--- src/rtl/debounce_sync.sv ---
// Resynchronises a raw asynchronous level into the clk domain and debounces it.
// The output level, rise and fall pulses are registered and feed the downstream D_FF.
module debounce_sync #(
    parameter int SYNC_STAGES   = 2,
    parameter int STABLE_CYCLES = 4,
    parameter int CNT_W         = 8
) (
    input  logic clk,
    input  logic reset,
    input  logic din,
    output logic dout,
    output logic rise,
    output logic fall,
    output logic busy
);

    typedef enum logic [1:0] {
        ST_LO,
        CHK_HI,
        ST_HI,
        CHK_LO
    } state_t;

    localparam logic [CNT_W-1:0] CNT_LAST = CNT_W'(STABLE_CYCLES - 1);
    localparam logic [CNT_W-1:0] CNT_ONE  = CNT_W'(1);

    state_t                 state;
    logic [CNT_W-1:0]       cnt;
    logic [SYNC_STAGES-1:0] sync;
    logic                   s;

    // Only the last synchroniser stage is allowed to reach the FSM.
    assign s = sync[SYNC_STAGES-1];

    always_ff @(posedge clk) begin
        if (reset) begin
            sync <= '0;
        end else begin
            sync <= {sync[SYNC_STAGES-2:0], din};
        end
    end

    always_ff @(posedge clk) begin
        if (reset) begin
            state <= ST_LO;
            cnt   <= '0;
            dout  <= 1'b0;
            rise  <= 1'b0;
            fall  <= 1'b0;
        end else begin
            rise <= 1'b0;
            fall <= 1'b0;
            unique case (state)
                ST_LO: begin
                    if (s) begin
                        state <= CHK_HI;
                        cnt   <= CNT_ONE;
                    end else begin
                        cnt <= '0;
                    end
                end
                CHK_HI: begin
                    if (!s) begin
                        state <= ST_LO;
                        cnt   <= '0;
                    end else if (cnt == CNT_LAST) begin
                        state <= ST_HI;
                        dout  <= 1'b1;
                        rise  <= 1'b1;
                        cnt   <= '0;
                    end else begin
                        cnt <= cnt + CNT_ONE;
                    end
                end
                ST_HI: begin
                    if (!s) begin
                        state <= CHK_LO;
                        cnt   <= CNT_ONE;
                    end else begin
                        cnt <= '0;
                    end
                end
                CHK_LO: begin
                    if (s) begin
                        state <= ST_HI;
                        cnt   <= '0;
                    end else if (cnt == CNT_LAST) begin
                        state <= ST_LO;
                        dout  <= 1'b0;
                        fall  <= 1'b1;
                        cnt   <= '0;
                    end else begin
                        cnt <= cnt + CNT_ONE;
                    end
                end
                default: begin
                    state <= ST_LO;
                    cnt   <= '0;
                end
            endcase
        end
    end

    assign busy = (state == CHK_HI) || (state == CHK_LO);

endmodule

--- config.mk ---
export PLATFORM = sky130hd
export DESIGN_NAME = debounce_sync
export DESIGN_NICKNAME = d
export VERILOG_FILES = /design/src/rtl/debounce_sync.sv
export SDC_FILE = /design/constraint.sdc
export NUM_CORES = 1
export LEC_CHECK = 0
export ABC_AREA = 1
export CAP_MARGIN = 5
export CORE_AREA = 2 2 39 41
export DETAILED_ROUTE_END_ITERATION = 8
export DIE_AREA = 0 0 41 43
export GPL_TIMING_DRIVEN = 0
export PLACE_DENSITY = 0.74
export SYNTH_ARGS = -nofsm -noshare
export SYNTH_HDL_FRONTEND = slang
export SYNTH_SLANG_ARGS = --single-unit
--- constraint.sdc ---
create_clock -name clk -period 2.03 [get_ports clk]
set_input_delay 0.609 -clock clk [delete_from_list [all_inputs] [get_ports clk]]
set_output_delay 0.609 -clock clk [all_outputs]
set_load 0.005 [all_outputs]
=== After elaboration in Yosys (flattened, before gate mapping) ===
Index checks and enable logic that the tools add are counted.

* Flip-flop bits (word level): 15
* Input bits: 3
* Output and inout port bits: 4
* Word-level logic and storage cells: 48

* Add/subtract/negate cells: 1
* Equality and inequality tests: 12
* Multiplexer cells: 19
* Bitwise operators: 3
* Reductions and logical operators: 7

{| class="wikitable"
|+ Operators by type and width
! cell !! count
|-
| one-hot mux 8 bit (4 select lines) || 1
|-
| two-way mux 8 bit || 3
|-
| two-way mux 2 bit || 6
|-
| != test 2 bit, second input constant || 6
|-
| adder 8 x 1 -> 8 bit, second input constant || 1
|-
| equality test 8 x 2 -> 1 bit, second input constant || 1
|-
| one-hot mux 2 bit (4 select lines) || 1
|-
| two-way mux 1 bit || 7
|-
| != test 3 bit, second input constant || 2
|-
| OR reduction 3 bit || 2
|-
| AND reduction 5 bit || 1
|-
| equality test 2 bit, second input constant || 2
|-
| AND reduction 4 bit || 1
|-
| NOT 1 bit || 3
|-
| equality test 2 x 1 -> 1 bit, second input constant || 1
|-
| logical NOT 2 bit || 1
|-
| one-hot mux 1 bit (2 select lines) || 1
|-
| nonzero test 2 bit || 1
|-
| logical OR 1 bit || 1
|}

=== Longest topological paths before layout ===
Gate-level depths: netlist of the first run.

* Word-level depth: 4
* Mapped depth: 8
* Mapped depth without buffers: 8

=== Worst setup path after synthesis of the first run ===
No wires, ideal clock.

* Path kind: register to register
* From: register cnt[0]
* To: register state[0]
* Library setup time: 0.123 ns
* Data arrival time: 1.045 ns
* Required time: 1.907 ns
* Path slack: 0.862 ns
* Cell stages (with the launch flop): 8
* Buffers on the path: 0
* Clock period less this slack: 1.168 ns
* Cells stage by stage: dfxtp_1 > ha_1 > nand2_1 > nor2_1 > nand2_2 > nand2_2 > nand2_1 > nor3b_2

* Longest elaborated chain between the ends: 3
* Elaborated cells between the ends (all ways): 4
* Those cells by class: eq/ne: 3; reduce/logical: 1

{| class="wikitable"
|+ Ends and longest elaborated chain
! what !! line !! RTL
|-
| start: declaration || 28 || <nowiki>logic [CNT_W-1:0] cnt;</nowiki>
|-
| start signal: assignment || 72 || <nowiki>cnt <= cnt + CNT_ONE;</nowiki>
|-
| start signal: assignment || 93 || <nowiki>cnt <= cnt + CNT_ONE;</nowiki>
|-
| equality test 8 x 2 -> 1 bit * || 66, 87 ||
|-
| != test 3 bit (no source line) || -- ||
|-
| AND reduction 4 bit (no source line) * || -- ||
|-
| end signal: assignment || 64 || <nowiki>state <= ST_LO;</nowiki>
|-
| end signal: assignment || 67 || <nowiki>state <= ST_HI;</nowiki>
|-
| end signal: assignment || 88 || <nowiki>state <= ST_LO;</nowiki>
|-
| end: declaration || 27 || <nowiki>state_t state;</nowiki>
|}

Mark *: on every way between the ends. The rest lies on a longest branch, timed or not.
A chain may end at the register's enable or synchronous reset.

=== Worst setup path in the final report of the first run ===
* From: register state[0]
* To: output port busy

* Longest elaborated chain between the ends: 2
* Elaborated cells between the ends (all ways): 3
* Those cells by class: eq/ne: 2; reduce/logical: 1

{| class="wikitable"
|+ Ends and longest elaborated chain
! what !! line !! RTL
|-
| start signal: assignment || 45 || <nowiki>state <= ST_LO;</nowiki>
|-
| start signal: assignment || 56 || <nowiki>state <= CHK_HI;</nowiki>
|-
| start signal: assignment || 64 ||
|-
| equality test 2 x 1 -> 1 bit / equality test 2 bit (equally long branches) || 104 || <nowiki>assign busy = (state == CHK_HI) || (state == CHK_LO);</nowiki>
|-
| logical OR 1 bit * || 104 ||
|-
| end: declaration || 14 || <nowiki>output logic busy</nowiki>
|}

Marked as above.

==> results of run 1 <==
## state kept, by name, summed over array words and instances, names as in the netlist, named ones only
name,flops
sync,2
fall,1
rise,1
state,1
dout,1
cnt,8
## critical path, stage by stage, from the launching register on
cell and delay, ps:
dfxtp_1 450, clkbuf_1 120, clkdlybuf4s50_1 490
## synthesized netlist by cell type (all sizes together)
library cell,count
a21oi,5
clkbuf,1
dfxtp,15
ha,1
inv,15
nand2,17
nand3,7
nand4,1
nor2,15
nor3,4
nor3b,3
o21ai,3
xor2,2
## kinds of logic (layout without fill, tap and decap cells)
logic type	after synthesis	count (layout)	share of synthesized area
simple gates	47	47	0.3586
compound gates	8	8	0.07928
buf+inv	16	26	0.08649
fa+ha+maj	1	1	0.01802
xor+xnor	2	2	0.02523
flops	15	15	0.4324
## metal layers
layer  vias up  wire length (microns)  global-route usage
li1        297                      -                   -
met1       244                    476              0.1689
met2         7                    517              0.2313
met3         3                     33             0.03141
met4         0                     14             0.08000
met5         -                      0                   0
## metrics by stage
stage	setup slack [ps]	area, sq um	power, mW	util
after global placement	259.5	774.5	0.3368	0.5597
final	90.81	800.8	0.4932	0.5787
after floorplan	861.8	694.4	0.3258	-
after global routing	28.87	800.8	0.5137	0.5787
after detailed placement	238.8	774.5	0.3372	0.5597
after CTS	77.89	800.8	0.4997	0.5787
## area by class of cell
cell class	count	area share
Buffer	1	0.004688
Clock buffer	4	0.03281
Inverter	15	0.07031
Multi-Input combinational cell	58	0.4172
Sequential cell	15	0.3750
Tap cell	16	0.02500
Timing Repair Buffer	6	0.07500
## how the worst max path moves through the flow
stage                     to  startpoint
floorplan           state[0]      cnt[0]
global placement    state[0]       reset
detailed placement  state[0]       reset
CTS                     busy    state[0]
global route            busy    state[0]
finish                  busy    state[0]
## power by group
| part | internal (mW) | switching, mW |
|---|---|---|
| Sequential | 0.299 | 0.00499 |
| Combinational | 0.0129 | 0.0130 |
| Clock | 0.0761 | 0.0871 |
==> results.py, run 1 <==
metrics = {
    "status": {
        "run_status": "finished clean",
    },
    "setup_path": {
        "start_kind": "flop",
        "arrival_ps": 1330,
        "crit_fanout": 7,
        "r2r_start": "cnt[0]",
        "crit_required_ps": 1420,
        "reg2reg_to": "state[0]",
        "critPathKind": "reg2out",
        "cp-end-kind": "output pin",
        "r2r_slack_ps": 770,
        "r2r_cells": 7,
    },
    "synth": {
        "synth_nets": 93,
        "netlist_top_cells_area": "dfxtp_1 (43%), nor2_1 (8.1%), nand2_1 (7.6%)",
        "synth_top_area_cell": "dfxtp_1",
        "syn_avg_cell_area_sq_um": 7.802,
        "synth-seq-area-share": 0.4324,
        "synth_top_area_share": 0.4324,
        "synth_seq_cells": 15,
        "yosysWarningCount": 0,
        "syn_area_sq_um": 694.4,
        "synthCells": 89,
        "ys_types": 21,
    },
    "pwr": {
        "cellLeakagePower_nw": 0.2851,
        "ir_drop_mv": 0.4417,
        "power.density_mw_per_mm2": 615.9,
    },
    "hold_path": {
        "hold_path.startpoint": "sync[0]",
        "hold_depth": 2,
        "min_path_type": "reg2reg",
        "whs_endpoint": "sync[1]",
    },
    "global_routing": {
        "grt_antenna_before_repair": 0,
        "grt.total_usage": 0.1449,
        "overflow": 0,
        "grt_max_degree": 9,
        "first_global_vias": 476,
        "grt_pass1_wl_mm": 1.711,
    },
    "layout": {
        "nFillCells": 141,
        "drive_gt1_frac": 0.1616,
        "final_nets": 104,
        "multi_input_area_sq_um": 334.1,
        "antenna_cells": 0,
        "final_cell_mix": "nor2_1 (15), dfxtp_1 (15), nand2_1 (14)",
        "seqCellArea_sq_um": 300.3,
        "stdcell_count": 115,
        "syn2layout_area_growth_pct": 15.32,
    },
    "clocking": {
        "clock_latency_ps": 270,
        "hold_buffers": 0,
        "postCtsResizedCells": 0,
        "clk_path_buf_depth": 2,
        "cts.sinks": 15,
        "post-cts-setup-buffer-count": 0,
        "cts_buffers": 3,
        "htreeDepth": 1,
        "cts_tree": "yes",
        "root_buffer": "clkbuf_4",
        "cts.clk_slew.worst_paths_ps": 80,
    },
    "timing": {
        "max_slew_margin": 0.8391,
        "fin_skew_ps": 3.100,
        "fmax_ghz": 0.5157,
        "hold_viol": 0,
        "setup_viol": 0,
        "drv_slew": 0,
        "tightest_slew_ps": 240.7,
        "period_needed_ps": 1939,
        "rsz0062_at_grt": "no",
        "fin_setup_tns_ps": 0,
        "fin_hold_ws_ps": 417.3,
        "fin_crit_sh": 0.9553,
    },
    "place": {
        "gp_congestion": 0.7009,
        "hpwl_microns": 830.7,
        "dp.cells": 111,
        "port_buffers": 6,
    },
    "routing": {
        "routed_via_density": 4.791,
        "route.detailed.drc": 0,
        "ant_nets": 0,
        "vias": 551,
        "post_drt_wl_per_cell_microns": 9.052,
        "routed_wl_mm": 1.041,
        "drt_iter0_markers": 7,
        "dr.pass1.iters": 4,
    },
    "die": {
        "initial_core_util": 0.5018,
        "core-area_sq_mm": 0.001384,
        "num_io_pins": 7,
        "placementRows": 14,
        "die_h_microns": 43,
        "die-area_sq_mm": 0.001763,
        "die_w_microns": 41,
    },
    "run": {
        "maxCapViolations": 0,
    },
}
No activity file was read; power rests on OpenSTA's default activity.
==> run 2: changes to the inputs <==
--- a/config.mk
+++ b/config.mk
@@ -12,6 +12,8 @@
 export DIE_AREA = 0 0 41 43
 export GPL_TIMING_DRIVEN = 0
 export PLACE_DENSITY = 0.74
+export SKIP_LAST_GASP = 1
+export SLEW_MARGIN = 20
 export SYNTH_ARGS = -nofsm -noshare
 export SYNTH_HDL_FRONTEND = slang
 export SYNTH_SLANG_ARGS = --single-unit
==> results of run 2 <==
No change in the layout: final DEF, timing and power equal those of run 1.
